`src/rtl/pixel_fifo_pkg.sv`:
```
// Shared pixel-path helpers: parameter legality checks and byte reversal.
// Latency: n/a (functions only).
// Backpressure: n/a.
package pixel_fifo_pkg;

  // Widest pixel word any pixel-path block may use with byte_rev.
  localparam int PIX_MAX_W          = 1024;
  localparam int PIX_DEPTH_LOG2_MIN = 2;
  localparam int PIX_DEPTH_LOG2_MAX = 10;

  // Word width must be whole bytes and fit the byte-reverse helper.
  function automatic bit data_w_ok(input int w);
    return (w > 0) && ((w % 8) == 0) && (w <= PIX_MAX_W);
  endfunction

  function automatic bit depth_log2_ok(input int dl2);
    return (dl2 >= PIX_DEPTH_LOG2_MIN) && (dl2 <= PIX_DEPTH_LOG2_MAX);
  endfunction

  // Threshold of 2**dl2 is legal: almost_full then tracks wrfull.
  function automatic bit afull_th_ok(input int th, input int dl2);
    return (th >= 1) && (th <= (1 << dl2));
  endfunction

  // Reverses the lowest nbytes bytes of d; bytes above nbytes come back zero.
  function automatic logic [PIX_MAX_W-1:0] byte_rev(input logic [PIX_MAX_W-1:0] d,
                                                    input int nbytes);
    logic [PIX_MAX_W-1:0] r;
    r = '0;
    for (int i = 0; i < PIX_MAX_W / 8; i++) begin
      if (i < nbytes) begin
        r[8*i +: 8] = d[8*(nbytes-1-i) +: 8];
      end
    end
    return r;
  endfunction

endpackage

```
`src/rtl/fifo_pixel_ram.sv`:
```
// Simple dual-port storage for the pixel FIFO, no reset on contents.
// Latency: write lands on the clock edge; read data registered 1 cycle after rd_en.
// Backpressure: none; rd_dat holds its value while rd_en is low.
module fifo_pixel_ram #(
  parameter int DATA_W = 64,
  parameter int ADDR_W = 6
) (
  input  logic              clk,
  input  logic              wr_en,
  input  logic [ADDR_W-1:0] wr_addr,
  input  logic [DATA_W-1:0] wr_dat,
  input  logic              rd_en,
  input  logic [ADDR_W-1:0] rd_addr,
  output logic [DATA_W-1:0] rd_dat
);

  logic [DATA_W-1:0] mem [2**ADDR_W];

  // Read-first port: a same-address write (full FIFO, read+write) returns the old word.
  always_ff @(posedge clk) begin
    if (wr_en) begin
      mem[wr_addr] <= wr_dat;
    end
    if (rd_en) begin
      rd_dat <= mem[rd_addr];
    end
  end

endmodule

```
`src/rtl/fifo_pixel_sc.sv`:
```
// Single-clock pixel FIFO with optional byte swap on the read word and sticky ovf/udf.
// Latency: q valid 1 cycle after an accepted read; flags/usedw update on the edge after requests.
// Backpressure: writes dropped (ovf) when full without a same-cycle read; reads ignored (udf) when empty.
module fifo_pixel_sc
  import pixel_fifo_pkg::*;
#(
  parameter int DATA_W     = 64,
  parameter int DEPTH_LOG2 = 6,
  parameter int AFULL_TH   = 56
) (
  input  logic                  clk,
  input  logic                  aclr,
  input  logic                  sclr,
  input  logic                  swap_en,
  input  logic [DATA_W-1:0]     data,
  input  logic                  wrreq,
  input  logic                  rdreq,
  output logic [DATA_W-1:0]     q,
  output logic                  rdempty,
  output logic                  wrfull,
  output logic                  almost_full,
  output logic [DEPTH_LOG2:0]   usedw,
  output logic                  ovf,
  output logic                  udf
);

  localparam int                DEPTH     = 1 << DEPTH_LOG2;
  localparam logic [DEPTH_LOG2:0] CNT_ONE   = (DEPTH_LOG2+1)'(1);
  localparam logic [DEPTH_LOG2:0] CNT_FULL  = (DEPTH_LOG2+1)'(DEPTH);
  localparam logic [DEPTH_LOG2:0] CNT_AFULL = (DEPTH_LOG2+1)'(AFULL_TH);

  if (!data_w_ok(DATA_W)) begin : g_bad_data_w
    $error("fifo_pixel_sc: DATA_W must be a non-zero multiple of 8");
  end
  if (!depth_log2_ok(DEPTH_LOG2)) begin : g_bad_depth
    $error("fifo_pixel_sc: DEPTH_LOG2 out of range");
  end
  if (!afull_th_ok(AFULL_TH, DEPTH_LOG2)) begin : g_bad_afull
    $error("fifo_pixel_sc: AFULL_TH out of range");
  end

  logic [DEPTH_LOG2-1:0] wr_ptr;
  logic [DEPTH_LOG2-1:0] rd_ptr;
  logic                  rd_acc;
  logic                  wr_acc;
  logic                  rd_fire;
  logic                  wr_fire;
  logic [DEPTH_LOG2:0]   usedw_nxt;
  logic [DATA_W-1:0]     ram_dat;
  logic [DATA_W-1:0]     ram_rev;
  logic                  q_vld;
  logic                  q_swap;

  // Request acceptance and next word count; a flush suppresses both ports.
  always_comb begin
    rd_acc    = rdreq & ~rdempty;
    wr_acc    = wrreq & (~wrfull | rd_acc);
    rd_fire   = rd_acc & ~sclr;
    wr_fire   = wr_acc & ~sclr;
    usedw_nxt = usedw;
    if (wr_acc && !rd_acc) begin
      usedw_nxt = usedw + CNT_ONE;
    end else if (rd_acc && !wr_acc) begin
      usedw_nxt = usedw - CNT_ONE;
    end
  end

  // Pointers, count, registered flags and sticky error bits.
  always_ff @(posedge clk or posedge aclr) begin
    if (aclr) begin
      wr_ptr      <= '0;
      rd_ptr      <= '0;
      usedw       <= '0;
      rdempty     <= 1'b1;
      wrfull      <= 1'b0;
      almost_full <= 1'b0;
      ovf         <= 1'b0;
      udf         <= 1'b0;
    end else if (sclr) begin
      wr_ptr      <= '0;
      rd_ptr      <= '0;
      usedw       <= '0;
      rdempty     <= 1'b1;
      wrfull      <= 1'b0;
      almost_full <= 1'b0;
      ovf         <= 1'b0;
      udf         <= 1'b0;
    end else begin
      if (wr_acc) begin
        wr_ptr <= wr_ptr + 1'b1;
      end
      if (rd_acc) begin
        rd_ptr <= rd_ptr + 1'b1;
      end
      usedw       <= usedw_nxt;
      rdempty     <= (usedw_nxt == '0);
      wrfull      <= (usedw_nxt == CNT_FULL);
      almost_full <= (usedw_nxt >= CNT_AFULL);
      if (wrreq && wrfull && !rd_acc) begin
        ovf <= 1'b1;
      end
      if (rdreq && rdempty) begin
        udf <= 1'b1;
      end
    end
  end

  // Remember whether q holds a real read and which byte order it was read with.
  always_ff @(posedge clk or posedge aclr) begin
    if (aclr) begin
      q_vld  <= 1'b0;
      q_swap <= 1'b0;
    end else if (rd_fire) begin
      q_vld  <= 1'b1;
      q_swap <= swap_en;
    end
  end

  fifo_pixel_ram #(
    .DATA_W (DATA_W),
    .ADDR_W (DEPTH_LOG2)
  ) u_ram (
    .clk     (clk),
    .wr_en   (wr_fire),
    .wr_addr (wr_ptr),
    .wr_dat  (data),
    .rd_en   (rd_fire),
    .rd_addr (rd_ptr),
    .rd_dat  (ram_dat)
  );

  // The RAM has no reset, so q is forced to zero until the first read after aclr.
  always_comb begin
    ram_rev = DATA_W'(byte_rev(PIX_MAX_W'(ram_dat), DATA_W / 8));
    q       = '0;
    if (q_vld) begin
      q = q_swap ? ram_rev : ram_dat;
    end
  end

endmodule

```
`config.mk`:
```
export PLATFORM = sky130hd
export DESIGN_NAME = fifo_pixel_sc
export DESIGN_NICKNAME = d
export VERILOG_FILES = /design/src/rtl/pixel_fifo_pkg.sv /design/src/rtl/fifo_pixel_ram.sv /design/src/rtl/fifo_pixel_sc.sv
export SDC_FILE = /design/constraint.sdc
export NUM_CORES = 2
export LEC_CHECK = 0
export ABC_CLOCK_PERIOD_IN_PS = 21400
export CAP_MARGIN = 15
export CORE_MARGIN = 5
export CORE_UTILIZATION = 45
export CTS_CLUSTER_DIAMETER = 200
export DETAILED_ROUTE_END_ITERATION = 6
export PLACE_DENSITY = 0.59
export SLEW_MARGIN = 0
export SYNTH_ARGS = -nofsm -noshare
export SYNTH_HDL_FRONTEND = slang
export SYNTH_SLANG_ARGS = --single-unit
```
`constraint.sdc`:
```
create_clock -name clk -period 21.4 [get_ports clk]
set_input_delay 2.14 -clock clk [delete_from_list [all_inputs] [get_ports clk]]
set_output_delay 2.14 -clock clk [all_outputs]
set_load 0.005 [all_outputs]
```
* Word level (Yosys, flattened, before mapping)
Memories as Yosys holds them, arrays and structs flattened. A register that Yosys moved wholly into a read port is not among the register bits.
Cells that the tools add are included.
** Storage, ports and cells
- Memory bits (writable) :: 4096
- Logic and storage cells :: 55
- Memories kept :: 1
- Register bits after elaboration :: 26
** Cells by class
- Reductions and logical operators :: 12
- Equality and inequality tests :: 1
- Add/sub/neg operators :: 4
- Order comparisons :: 1
- Bitwise logic cells :: 8
- Mux-type cells :: 18
** Memory list
- u_ram.mem :: depth 64, bits a word 64, rd ports 1, clocked after memory_dff 1, write ports 1, RTL line fifo_pixel_ram.sv:17 : logic [DATA_W-1:0] mem [2**ADDR_W];
** Operators by type and width (number)
- 2-to-1 mux 64 bit :: 2
- 2-to-1 mux 6 bit :: 4
- 2-to-1 mux 7 bit :: 3
- adder 6 x 1 -> 6 bit (second input constant) :: 2
- 2-to-1 mux 1 bit :: 9
- nonzero test 2 bit :: 4
- adder 7 x 1 -> 7 bit (second input constant) :: 1
- == test 7 bit (second input constant) :: 1
- >= comparator 7 x 6 -> 1 bit (second input constant) :: 1
- zero test 7 bit :: 1
- subtractor 7 x 1 -> 7 bit (second input constant) :: 1
- logical AND 1 bit :: 5
- AND 1 bit :: 4
- inverter 1 bit :: 3
- zero test 1 bit :: 2
- OR 1 bit :: 1

* Logic depth before layout (Yosys ltp)
- Depth after elaboration :: 10
- Depth in mapped cells :: 11
- Gate-level depth less buffers :: 7

* Modules after synthesis
A second synthesis with hierarchy kept.
** Unflattened totals
- Cell total of the unflattened synthesis :: 6878
- Area, all modules :: 159454.2 µm²
** By module, submodules not included
- fifo_pixel_ram :: area each 156989.3 µm², seq. area each 124919.8 µm², cells an instance 6598, times used 1
- fifo_pixel_sc :: area each 2464.9 µm², seq. area each 651.9 µm², cells an instance 280, times used 1

* Worst setup path before layout
No wires, ideal clock.
- Path kind :: input -> register
- From :: in rdreq
- To :: mem u_ram.mem[31][0] (enable)
- Data required time :: 20.756 ns
- Stages on the path :: 4
- Setup slack :: 11.838 ns
- Arrival :: 8.918 ns
- Setup time :: 0.644 ns
- Path buffers :: 1
- Cell sequence :: nor2b_1 clkbuf_1 o21ai_1 nor4_1
** Between the ends
- Cells in the longest elaborated chain, start to end :: 6
** Ends and longest elaborated chain
- from (decl) :: RTL line fifo_pixel_sc.sv:17 : input logic rdreq,
- AND 1 bit :: RTL line fifo_pixel_sc.sv:56 : rd_acc = rdreq & ~rdempty;
- OR 1 bit :: RTL line fifo_pixel_sc.sv:57 : wr_acc = wrreq & (~wrfull | rd_acc);
- AND 1 bit :: RTL line fifo_pixel_sc.sv:57
- AND 1 bit :: RTL line fifo_pixel_sc.sv:59 : wr_fire = wr_acc & ~sclr;
- 2-to-1 mux 1 bit :: RTL line fifo_pixel_ram.sv:21 : if (wr_en) begin
- 2-to-1 mux 1 bit (not written as such) :: RTL line fifo_pixel_ram.sv:22 : mem[wr_addr] <= wr_dat;
- to (decl) :: RTL line fifo_pixel_ram.sv:17
Every way passes these cells.

==> key figures <==
Clocking
  • Clock latency of the later-clocked register in the worst-skew pair: between 0.9 and 1 ns
  • Clock tree root buffer cell: sky130_fd_sc_hd__clkbuf_16
  • Post-CTS resize count: 0
  • Clock buffer depth: 4
  • Total number of clock tree sinks: approximately 4200
  • Quantity of hold-fixing buffers added after cts: 0
  • Number of CTS-inserted buffers: 420
  • Post CTS Setup Buffer Count: 0
  • CTS tree: yes
  • Clock input transition at the sequential cells of the worst setup and hold paths: ~0.060 ns
  • H-tree depth reported by CTS: 5

Global routing
  • First-pass GRT wire length: about 670000 microns
  • Vias in the first global route: ~80000
  • Largest net degree at the start of global routing: between 100 and 150
  • Number of antenna violations at the first check in global routing: 54
  • Gr usage total: 26.0%
  • Leftover overflow at the end of global routing: 0

Drt
  • Drt initial violations: about 12000
  • Vias after detailed routing: between 80000 and 90000
  • Drt first pass iters: 5
  • Total detailed-routing wirelength: around 490000 microns
  • Number of nets still failing antenna checks after routing: 0
  • Average via count per standard cell: 6.40
  • Mean routed wirelength per cell: between 30 and 40 microns
  • Number of DRC violations after detailed routing: 0

Logic synthesis
  • Leading area contributor after synthesis: sky130_fd_sc_hd__edfxtp_1
  • Flop and latch count out of synthesis: between 4000 and 5000
  • Fraction of synthesized cell area taken by the top area cell type: between 70% and 80%
  • Main flop type after synthesis: sky130_fd_sc_hd__edfxtp_1
  • Area contributors post-synth: sky130_fd_sc_hd__edfxtp_1, sky130_fd_sc_hd__mux4_2, sky130_fd_sc_hd__mux2i_1
  • Number of synthesized flops with an enable pin: roughly 4200
  • Cell area after synthesis: 0.161 sq mm
  • Synth Warn #: 0
  • Average footprint of a synthesized cell: 22.8 sq um
  • Instance count of the mapped netlist: roughly 7100
  • Number of distinct standard cells referenced by the synthesized netlist: 64
  • Syn_nets: 7126
  • Sequential area share after synthesis: slightly below 80%
  • Synth async-reset ratio: less than 1%

Worst hold path
  • Worst hold path type: reg2reg
  • Startpoint of the lowest-slack hold path: ovf$_DFFE_PP0P_
  • Hold path endpoint: ovf$_DFFE_PP0P_
  • Cell depth of the worst min-delay path: 2

Worst setup path
  • Data required time of the worst path: 22.04 ns
  • Element type at the critical path start: register
  • Top fanout value on the critical path: 104
  • Number of cells on the worst reg-to-reg path: 8
  • Element type at the critical path end: register
  • Source of the worst register-to-register timing path: rd_ptr[0]$_DFFE_PP0P_
  • Worst reg2reg path endpoint: u_ram.rd_dat[17]$_DFFE_PP_
  • Crit path DAT: approximately 7.5 ns
  • R2r setup slk: about 15 ns
  • Worst Setup Path Type: reg2reg

Timing
  • Number of hold violations in the final report: 0
  • Transition at the pin with the smallest max-transition slack: roughly 1.4 ns
  • # setup viols final: 0
  • RSZ-0062 raised after global routing: false
  • Highest clock rate: around 150 MHz
  • Share of the cycle needed by the critical path after routing: between 30% and 40%
  • Post-layout worst setup margin: between 10 and 15 ns
  • Accumulated negative setup slack: 0 ns
  • Final clock skew: 0.0334 ns
  • Post-layout minimum cycle time: roughly 7 ns
  • Worst max-slew margin expressed relative to the limit: slightly above 7%
  • Slew Viols, Final: 0

Floorplan
  • Overall die area: between 0.3 and 0.4 sq mm
  • Core box area: around 0.36 sq mm
  • Number of placement rows: about 220
  • Initial core utilization: a little under half
  • DIE WIDTH: roughly 610 microns
  • Y dimension of the die: around 610 microns
  • Io pins: about 150

Placement
  • Port Buffers: ~150
  • Routability congestion estimate: 0.809
  • Placement Cell Area: 0.169 sq mm
  • Total instance count after detailed placement: 11800
  • Detailed Place HPWL: around 270000 microns
  • Setup slack after placement: 13.98 ns

Layout
  • Fraction of layout instances using a drive strength above 1: between 20% and 30%
  • Total of fill cells in the finished design: roughly 28000
  • Area of all sequential standard cells: between 0.1 and 0.15 sq mm
  • Number of nets in the final layout: 7577
  • Post-route cell area: between 0.15 and 0.2 sq mm
  • Utilization of the core after routing: between 50 and 60%
  • Layout Area Growth over Synthesis: 13.7%
  • Multi-input gate area: 0.0337 sq mm
  • Final cell count without fillers: around 13000

Power and ir drop
  • Leak: 0.0556 uW
  • Peak supply drop: around 0.072 mV
  • Pwr dens: around 98 mW/mm^2

Job
  • Maximum capacitance violations: 0

Status
  • Outcome: completed
-- report_power, final --
| part | internal [uW] | leakage [uW] | total, uW | switching, uW |
|---|---|---|---|---|
| clock | 4330 | 0.00679 | 7460 | 3130 |
| combinational | 633 | 0.0111 | 1350 | 715 |
| sequential | 9050 | 0.0377 | 9110 | 62.7 |
-- routing by layer --
layer  share of wire [%]  global-route usage, %
met1                  39                   37.4
met2                  47                   40.6
met3                  10                   4.88
met4                 3.5                   8.26
met5               0.027                      0
-- worst max-delay path by stage --
stage	from	endpoint	slack, ns	depth (start not counted)
floorplan	rdreq	u_ram.mem[31][0]$_DFFE_PP_	11.84	4
global placement	rdreq	u_ram.mem[63][22]$_DFFE_PP_	13.94	8
detailed placement	rdreq	u_ram.mem[51][50]$_DFFE_PP_	13.98	7
CTS	rd_ptr[0]$_DFFE_PP0P_	u_ram.rd_dat[49]$_DFFE_PP_	14.37	9
global route	rd_ptr[0]$_DFFE_PP0P_	u_ram.rd_dat[57]$_DFFE_PP_	13.97	10
finish	rd_ptr[0]$_DFFE_PP0P_	u_ram.rd_dat[17]$_DFFE_PP_	14.55	8
-- logic make-up (layout without fill, tap and decap cells) --
family	count (synthesis)	in the layout	share of synthesized area [%]
flops	4186	4186	78.0
mux	1390	1390	16.8
simple gates	601	601	1.72
compound gates	452	452	1.95
buf+inv	404	1211	1.42
xor+xnor	15	15	0.0816
fa+ha+maj	4	4	0.0311
other cells	0	15	0
-- Yosys cell counts, drive strengths merged, types with 13 or more instances --
cell / n
mux2i: 285
o221ai: 25
a22oi: 45
a221oi: 36
nor2b: 105
mux4: 1045
nand2: 228
buf: 270
dfrtp: 25
a211oi: 45
o21ai: 49
a21oi: 106
mux2: 60
a311o: 13
a32oi: 19
edfxtp: 4160
o22ai: 51
nand3: 47
nor2: 158
clkbuf: 122
-- flip-flops by register name (all words and copies together), names as in the netlist --
register	cells
usedw	7
u_ram.mem	4096
q_swap	1
rd_ptr	6
wr_ptr	6
u_ram.rd_dat	64
rdempty	1
udf	1
q_vld	1
ovf	1
wrfull	1
almost_full	1
-- worst max-delay path: stages, from the launching register on --
cell and delay (ns):
sky130_fd_sc_hd__dfrtp_4 0.93, sky130_fd_sc_hd__buf_12 0.46, sky130_fd_sc_hd__buf_4 0.79, sky130_fd_sc_hd__buf_4 0.77
sky130_fd_sc_hd__buf_12 0.65, sky130_fd_sc_hd__mux4_2 0.63, sky130_fd_sc_hd__mux4_2 0.51, sky130_fd_sc_hd__o22ai_1 0.73
sky130_fd_sc_hd__a21oi_1 0.23
-- metrics by stage --
step,hold WS [ns],power [uW]
after floorplan,0.486,10100
after global placement,0.493,10600
after detailed placement,0.500,10600
after CTS,0.515,18000
after global routing,0.537,18400
final,0.511,17900
-- layout make-up --
class / count / share of cell area, %
multi-input cells: 2462 / 18.4
well taps: 4751 / 3.25
clock buffers: 501 / 6.05
repair buffers: 421 / 2.07
clock inverters: 277 / 1.54
diodes: 15 / 0.0205
flip-flops and latches: 4186 / 68.6
inverters: 12 / 0.0328
-- placed cells by master, fill, tap and decap left out, drive strengths merged, types with 82 or more instances in the layout --
| master | count |
|---|---|
| mux4 | 1045 |
| edfxtp | 4160 |
| nand2 | 228 |
| clkdlybuf4s50 | 82 |
| nor2b | 105 |
| buf | 339 |
| mux2i | 285 |
| clkinv | 190 |
| nor2 | 158 |
| a21oi | 106 |
| clkbuf | 501 |
No activity file was read; power rests on OpenSTA's default activity.
